<file path="src/rtl/fifo256x1_pkg.sv">
// rtl/fifo256x1_pkg.sv - shared constants and state type for the 256x1 FIFO controller
package fifo256x1_pkg;

    localparam int FIFO_DEPTH = 256;
    localparam int FIFO_AW    = 8;
    localparam int FIFO_CW    = 9;

    localparam logic [FIFO_CW-1:0] PROG_FULL_MIN  = 9'd1;
    localparam logic [FIFO_CW-1:0] PROG_FULL_MAX  = 9'd256;
    localparam logic [FIFO_CW-1:0] PROG_EMPTY_MAX = 9'd255;

    typedef struct packed {
        logic [FIFO_AW-1:0] wr_ptr;
        logic [FIFO_AW-1:0] rd_ptr;
        logic [FIFO_CW-1:0] count;
        logic               dout;
        logic               valid;
        logic               full;
        logic               empty;
        logic               prog_full;
        logic               prog_empty;
        logic               overflow;
        logic               underflow;
    } fifo_state_t;

    localparam fifo_state_t FIFO_STATE_RST = '{
        wr_ptr:     '0,
        rd_ptr:     '0,
        count:      '0,
        dout:       1'b0,
        valid:      1'b0,
        full:       1'b0,
        empty:      1'b1,
        prog_full:  1'b0,
        prog_empty: 1'b1,
        overflow:   1'b0,
        underflow:  1'b0
    };

    function automatic logic [FIFO_CW-1:0] clamp_thresh(
        input logic [FIFO_CW-1:0] val,
        input logic [FIFO_CW-1:0] lo,
        input logic [FIFO_CW-1:0] hi
    );
        if (val < lo)
            return lo;
        else if (val > hi)
            return hi;
        else
            return val;
    endfunction

endpackage

</file>
<file path="src/rtl/fifo256x1_ctrl.sv">
// rtl/fifo256x1_ctrl.sv - pointer, count and flag control for a RAM256X1D-backed 256x1 FIFO
module fifo256x1_ctrl
    import fifo256x1_pkg::*;
#(
    parameter logic                IS_CLK_INVERTED   = 1'b0,
    parameter logic [FIFO_CW-1:0]  PROG_FULL_THRESH  = 9'd240,
    parameter logic [FIFO_CW-1:0]  PROG_EMPTY_THRESH = 9'd16
) (
    input  logic               CLK,
    input  logic               RSTN,
    input  logic               WR_EN,
    input  logic               DIN,
    input  logic               RD_EN,
    output logic               DOUT,
    output logic               VALID,
    output logic               FULL,
    output logic               EMPTY,
    output logic               PROG_FULL,
    output logic               PROG_EMPTY,
    output logic               OVERFLOW,
    output logic               UNDERFLOW,
    output logic [FIFO_CW-1:0] COUNT,
    output logic               RAM_WE,
    output logic [FIFO_AW-1:0] RAM_A,
    output logic [FIFO_AW-1:0] RAM_DPRA,
    output logic               RAM_D,
    input  logic               RAM_DPO
);

    // Out-of-range thresholds are pinned to the nearest legal value.
    localparam logic [FIFO_CW-1:0] PF_TH = clamp_thresh(PROG_FULL_THRESH, PROG_FULL_MIN, PROG_FULL_MAX);
    localparam logic [FIFO_CW-1:0] PE_TH = clamp_thresh(PROG_EMPTY_THRESH, 9'd0, PROG_EMPTY_MAX);

    fifo_state_t st = FIFO_STATE_RST;
    fifo_state_t st_nxt;
    logic        wa;
    logic        ra;

    assign wa = WR_EN & ~st.full;
    assign ra = RD_EN & ~st.empty;

    assign RAM_WE   = wa;
    assign RAM_D    = DIN;
    assign RAM_A    = st.wr_ptr;
    assign RAM_DPRA = st.rd_ptr;

    always_comb begin
        st_nxt           = st;
        st_nxt.wr_ptr    = st.wr_ptr + FIFO_AW'(wa);
        st_nxt.rd_ptr    = st.rd_ptr + FIFO_AW'(ra);
        st_nxt.valid     = ra;
        st_nxt.overflow  = WR_EN & st.full;
        st_nxt.underflow = RD_EN & st.empty;
        if (ra)
            st_nxt.dout = RAM_DPO;
        case ({wa, ra})
            2'b10:   st_nxt.count = st.count + 9'd1;
            2'b01:   st_nxt.count = st.count - 9'd1;
            default: st_nxt.count = st.count;
        endcase
        st_nxt.full       = (st_nxt.count == FIFO_CW'(FIFO_DEPTH));
        st_nxt.empty      = (st_nxt.count == '0);
        st_nxt.prog_full  = (st_nxt.count >= PF_TH);
        st_nxt.prog_empty = (st_nxt.count <= PE_TH);
    end

    // The RAM's WCLK inversion must match, so the commit edge is chosen here at elaboration.
    generate
        if (IS_CLK_INVERTED) begin : g_neg
            always_ff @(negedge CLK) begin
                if (!RSTN)
                    st <= FIFO_STATE_RST;
                else
                    st <= st_nxt;
            end
        end else begin : g_pos
            always_ff @(posedge CLK) begin
                if (!RSTN)
                    st <= FIFO_STATE_RST;
                else
                    st <= st_nxt;
            end
        end
    endgenerate

    assign DOUT       = st.dout;
    assign VALID      = st.valid;
    assign FULL       = st.full;
    assign EMPTY      = st.empty;
    assign PROG_FULL  = st.prog_full;
    assign PROG_EMPTY = st.prog_empty;
    assign OVERFLOW   = st.overflow;
    assign UNDERFLOW  = st.underflow;
    assign COUNT      = st.count;

endmodule
</file>
<file path="config.mk">
export PLATFORM = sky130hd
export DESIGN_NAME = fifo256x1_ctrl
export DESIGN_NICKNAME = d
export VERILOG_FILES = /design/src/rtl/fifo256x1_pkg.sv /design/src/rtl/fifo256x1_ctrl.sv
export SDC_FILE = /design/constraint.sdc
export NUM_CORES = 1
export LEC_CHECK = 0
export ABC_AREA = 1
export CAP_MARGIN = 25
export CORE_ASPECT_RATIO = 1.25
export CORE_MARGIN = 2
export CORE_UTILIZATION = 46
export CTS_CLUSTER_DIAMETER = 50
export CTS_CLUSTER_SIZE = 12
export DETAILED_ROUTE_END_ITERATION = 12
export PLACE_DENSITY = 0.76
export SETUP_SLACK_MARGIN = 0.4
export SLEW_MARGIN = 20
export SYNTH_ARGS = -nofsm -noshare
export SYNTH_HDL_FRONTEND = slang
export SYNTH_SLANG_ARGS = --single-unit
</file>
<file path="constraint.sdc">
create_clock -name CLK -period 1.9 [get_ports CLK]
set_input_delay 0.475 -clock CLK [delete_from_list [all_inputs] [get_ports CLK]]
set_output_delay 0.475 -clock CLK [all_outputs]
set_load 0.05 [all_outputs]
</file>
# After elaboration in Yosys (flattened, before gate mapping)
# Cells that the tools add are included.
[totals] reg_bits=33 latch_bits=0 ram_bits=0 mem_bits_ro=0 output_inout_bits=35 wordCells=28 mem_count=0
[op_classes] addsub=4 mul=0 div_mod_pow=0 n_lt_le_gt_ge=2 n_eq_ne=3 shifts=0 n_mux=1 bitwise_logic=6 reduce_logical=1
[op_table] operator="9-bit one-hot mux with 2 select lines" count=1
[op_table] operator="8-bit by 1-bit adder with 8-bit output" count=2
[op_table] operator="9-bit by 1-bit adder with 9-bit output, second input constant" count=1
[op_table] operator="9-bit equality test, second input constant" count=1
[op_table] operator="9-bit by 8-bit greater-or-equal comparator with 1-bit output, second input constant" count=1
[op_table] operator="9-bit by 5-bit <= comparator with 1-bit output, second input constant" count=1
[op_table] operator="9-bit zero test" count=1
[op_table] operator="9-bit by 1-bit subtractor with 9-bit output, second input constant" count=1
[op_table] operator="1-bit bitwise AND" count=4
[op_table] operator="2-bit by 1-bit equality test with 1-bit output, second input constant" count=1
[op_table] operator="2-bit equality test, second input constant" count=1
[op_table] operator="1-bit NOT" count=2

# Depth between registers and ports, before layout
# Gate-level depths: netlist of run 1.
[depth] ltp_word=5 ltp_mapped=19

# Least setup slack after synthesis of run 1
# Ideal clock, no wire load.
[synth_timing] path_kind="register to register" startpoint="register st (netlist bit FULL)" endpoint="register st (netlist bit FULL)" setup_time_ns=0.064 t_arrival_ns=2.245 path_slack_ns=-0.409 stages_incl_launch_ff=18 n_path_buf=1 synth_period_minus_slack_ns=2.309 path_cell_list="dfxtp_1 -> inv_2 -> nand2_4 -> buf_4 -> ha_1 -> nand2_1 -> nand3b_1 -> nand2_1 -> nand3_1 -> nand2_1 -> inv_2 -> nand2_1 -> nand2_1 -> nand3_1 -> nand2_2 -> nor2_2 -> nand4_1 -> nor2_1"
[synth_via] elab_chain_cells=5 elab_cells_between_ends=6 cone_classes="eq/ne: 3; mux: 1; bitwise: 2"
[synth_rtl] element="start: declaration" line="fifo256x1_ctrl.sv:34" text="fifo_state_t st = FIFO_STATE_RST;"
[synth_rtl] element="start signal: assignment" line="fifo256x1_ctrl.sv:81" text="st <= st_nxt;"
[synth_rtl] element="1-bit NOT (*)" line="fifo256x1_ctrl.sv:39" text="assign wa = WR_EN & ~st.full;"
[synth_rtl] element="1-bit bitwise AND (*)" line="fifo256x1_ctrl.sv:39"
[synth_rtl] element="2-bit by 1-bit equality test with 1-bit output / 2-bit equality test (equally long branches)" line="fifo256x1_ctrl.sv:56" text="case ({wa, ra})"
[synth_rtl] element="9-bit one-hot mux with 2 select lines (*)" line="fifo256x1_ctrl.sv:56"
[synth_rtl] element="9-bit equality test (*)" line="fifo256x1_ctrl.sv:61" text="st_nxt.full = (st_nxt.count == FIFO_CW'(FIFO_DEPTH));"
# Mark *: on every way between the ends. The rest lies on a longest branch, timed or not.
# A chain may end at the register's enable or synchronous reset.

# Worst setup path after layout of run 1
[layout_timing] startpoint="input RD_EN" endpoint="register st (netlist bit COUNT[6])"
[layout_via] elab_chain_cells=3 elab_cells_between_ends=4 cone_classes="eq/ne: 2; mux: 1; bitwise: 1"
[layout_rtl] element="start: declaration" line="fifo256x1_ctrl.sv:13" text="input logic RD_EN,"
[layout_rtl] element="1-bit bitwise AND (*)" line="fifo256x1_ctrl.sv:40" text="assign ra = RD_EN & ~st.empty;"
[layout_rtl] element="2-bit by 1-bit equality test with 1-bit output / 2-bit equality test (equally long branches)" line="fifo256x1_ctrl.sv:56"
[layout_rtl] element="9-bit one-hot mux with 2 select lines (*)" line="fifo256x1_ctrl.sv:56"
# Marks and branches as above.

==> results of run 1 <==
per-layer routing:
metal | part of all wire [%] | up-vias | track usage [%]
met3 | 5.5 | 22 | 4.25
met1 | 37 | 1117 | 28.3
met4 | 3.7 | 0 | 13.6
met2 | 54 | 108 | 48.7
li1 | - | 1134 | -
met5 | 0 | - | 0
path summary, 6_finish.rpt:
check | from | endpoint | slack [ps] | cells past startpoint
worst max register to register | EMPTY | COUNT[6] | -170 | 17
worst min-delay path | WR_EN | OVERFLOW | 450 | 3
worst min register to register | RAM_DPRA[7] | RAM_DPRA[7] | 460 | 1
worst max-delay path | RD_EN | COUNT[6] | -210 | 20
cells in the final DEF (no fill, tap or decap), types with 2 or more instances in the layout:
| cell | synthesis | routed |
|---|---|---|
| ha_4 | 0 | 5 |
| a21oi_2 | 0 | 4 |
| clkdlybuf4s50_1 | 0 | 2 |
| nor2_2 | 4 | 7 |
| buf_12 | 1 | 2 |
| nor2_1 | 34 | 28 |
| nand3_1 | 32 | 23 |
| nand3_4 | 0 | 2 |
| inv_1 | 39 | 32 |
| nand2_4 | 3 | 12 |
| nand4_1 | 5 | 5 |
| nand2_8 | 0 | 3 |
| dfxtp_1 | 33 | 28 |
| buf_4 | 3 | 78 |
| nand2_2 | 10 | 24 |
| inv_2 | 4 | 9 |
| buf_6 | 0 | 14 |
| a21oi_1 | 13 | 9 |
| nand2_1 | 79 | 54 |
| buf_2 | 0 | 2 |
| o21ai_0 | 9 | 2 |
| o21ai_1 | 0 | 3 |
| clkbuf_8 | 0 | 5 |
| dfxtp_2 | 0 | 3 |
| nor2_4 | 0 | 3 |
| bufinv_16 | 0 | 2 |
| xnor2_1 | 3 | 3 |
| nand3_2 | 4 | 11 |
| dfxtp_4 | 0 | 2 |
| o21ai_2 | 2 | 5 |
cell families after synthesis:
| group | Yosys count | share of synthesized area [%] |
|---|---|---|
| and+or+nand+nor | 176 | 42.2 |
| buffers and inverters | 53 | 11.6 |
| DFF | 33 | 34.0 |
| AOI/OAI and AO/OA | 26 | 7.20 |
| adders and majority gates | 5 | 3.22 |
| xor gates and xnor gates | 4 | 1.80 |
worst register-to-register path: cells and delay by family, from the launching register on:
family	cells	cell delay, ps
flops	1	360
buf+inv	5	550
simple gates	12	1100
power breakdown:
part / total, W / switching (W) / internal [W]
Clock: 0.000798 / 0.000277 / 0.000521
Sequential: 0.000803 / 0.0000631 / 0.000740
Combinational: 0.00111 / 0.000651 / 0.000460
metrics by stage:
stage               cell area, um^2  hold slack, ps  setup TNS [ps]  total power, W
floorplan                      2080             542            -248         0.00136
global placement               2730             445          -11840         0.00168
detailed placement             2730             446          -12680         0.00169
CTS                            3140             441           -48.8         0.00258
global route                   3340             487           -2180         0.00282
finish                         3340             446           -1090         0.00271
cell type report:
class	instances	area, um^2
Multi-Input combinational cell	212	1420
Clock inverter	3	65.1
Inverter	45	188
Sequential cell	33	672
Clock buffer	5	68.8
Timing Repair Buffer	100	856
Fill cell	245	724
Tap cell	56	70.1
sequential cells by signal, summed over array words and instances, names as in the netlist:
register	flops
COUNT	9
RAM_A	8
RAM_DPRA	8
DOUT	1
EMPTY	1
FULL	1
OVERFLOW	1
PROG_EMPTY	1
PROG_FULL	1
UNDERFLOW	1
VALID	1
repair_timing:
action,4_1_cts,5_1_grt
gates cloned,3,0
hold buffers,0,0
pin swaps,28,23
resized for setup,54,41
hold endpoints to repair,0,0
setup endpoints to repair,31,27
buffers inserted,10,5
==> flow_metrics.env, run 1 <==
export IMPL_cts_tree="yes"
export IMPL_cp_cell_sequence="buf_6 -> buf_6 -> inv_12 -> nor2_8 -> buf_6 -> buf_6 -> nand2_8 -> nand2_1 -> nand2_2 -> nand2_2 -> inv_1 -> nand3_2 -> nand2_1 -> nand2_1 -> nand2_1 -> nand2_2 -> nand2_2 -> buf_4 -> buf_4 -> nor2_1"
export IMPL_synth_avg_cell_area_um2=6.55
export IMPL_yosysTopAreaCell="dfxtp_1"
export IMPL_crit_fanout=7
export IMPL_nets=408
export IMPL_worst_setup_path_type="in -> reg"
export IMPL_worst_pin_slew_ps=273
export IMPL_synth_area_top_cells="dfxtp_1 (34%), nand2_1 (15%), nand3_1 (8.2%), inv_1 (7.5%), nor2_1 (6.6%)"
export IMPL_syn_nets=308
export IMPL_drc=0
export IMPL_first_iter_violations=222
export IMPL_final_core_util_pct=82.2
export IMPL_clock_latency_ps=290
export IMPL_routed_wl_mm=7.00
export IMPL_wl_per_cell_um=15.4
export IMPL_outcome="finished with violations"
export IMPL_clock_fmax_mhz=474
export IMPL_final_hold_viol_count=0
export IMPL_min_period_ps=2110
export IMPL_layout_cells_non_filler=454
export IMPL_clockRootBuffer="clkbuf_8"
export IMPL_clk_pin_slew_worst_paths_ps=70
export IMPL_ir_drop_uv=937
export IMPL_overflow=0
export IMPL_hpwlAfterDp_mm=4.15
export IMPL_critical_path_top_delay_family="simple AND/OR/NAND/NOR gates"
export IMPL_grt_usage_pct=26.2
export IMPL_yosysMostFrequentCell="nand2_1"
export IMPL_numCtsBuffers=5
export IMPL_finalClockSkew_ps=2.64
export IMPL_worst_slack_ps=-211
export IMPL_yosysTopAreaCellShare_pct=34.0
export IMPL_netlist_instances=297
export IMPL_num_io_pins=41
export IMPL_drive_above_1_share_pct=51.3
export IMPL_timing_final_max_slew_violations=0
export IMPL_p_leak_nw=1.60
export IMPL_post_place_ws_ps=-825
export IMPL_ys_seq_area_share_pct=34.0
export IMPL_clk_path_buf_depth=2
export IMPL_ys_flop_type="dfxtp_1"
export IMPL_firstDrtPassIters=4
export IMPL_cp_slowest_cell="nor2_8"
export IMPL_drtAntennaViolNets=0
export IMPL_critical_path_buf_inv_count=8
export IMPL_relSlewSlack_pct=81.8
export IMPL_dp_cells=428
export IMPL_grt_start_max_net_pins=12
export IMPL_grt_first_pass_wirelength_mm=9.94
export IMPL_place_port_buffers=38
export IMPL_start_kind="input pin"
export IMPL_antenna_found_initial=0
export IMPL_max_stage_delay_ps=200
export IMPL_die_w_um=62.2
export IMPL_finalCritPeriodShare_pct=111
export IMPL_synth_seq_cells=33
export IMPL_rsz0062_at_grt="true"
export IMPL_yosysWarnings=0
export IMPL_arrival_ps=2350
export IMPL_required_ps=2140
export IMPL_core_area_um2=4070
export IMPL_setup_violations=10
export IMPL_cts_sinks=33
export IMPL_rows=26
export IMPL_initial_utilization_pct=47.8
export IMPL_synth_area_um2=1950
export IMPL_synth_edf_count=0
export IMPL_pwr_density_cell_nw_per_um2=811
export IMPL_hold_class="in -> reg"
export IMPL_antenna_cells=0
export IMPL_max_cap_violations=0
export IMPL_vias_per_cell=5.24
export IMPL_cts_max_level=2
export IMPL_synth_common_cells="nand2_1 (79), inv_1 (39), nor2_1 (34), dfxtp_1 (33), nand3_1 (32)"
export IMPL_route_vias_total=2381
export IMPL_grt_pass1_vias=2228
export IMPL_crit_path_end_kind="flip-flop"
export IMPL_dieArea_um2=4770
export IMPL_synthDistinctLibCells=27
export IMPL_violations="setup timing"
export IMPL_async_reset_ff_share_pct=0
export IMPL_die_h_um=76.7
export IMPL_syn2layout_area_growth_pct=71.8
export IMPL_globalplace_congestion=0.915
(Power assumes the default switching activity.)
==> inputs of run 2 (changes only) <==
--- a/config.mk
+++ b/config.mk
@@ -6,12 +6,10 @@
 export NUM_CORES = 1
 export LEC_CHECK = 0
 export ABC_AREA = 1
-export CAP_MARGIN = 25
 export CORE_ASPECT_RATIO = 1.25
 export CORE_MARGIN = 2
 export CORE_UTILIZATION = 46
-export CTS_CLUSTER_DIAMETER = 50
-export CTS_CLUSTER_SIZE = 12
+export CTS_CLUSTER_DIAMETER = 80
 export DETAILED_ROUTE_END_ITERATION = 12
 export PLACE_DENSITY = 0.76
 export SETUP_SLACK_MARGIN = 0.4
==> results of run 2 <==
The final DEF is identical to that of run 1; final timing and power are the same.
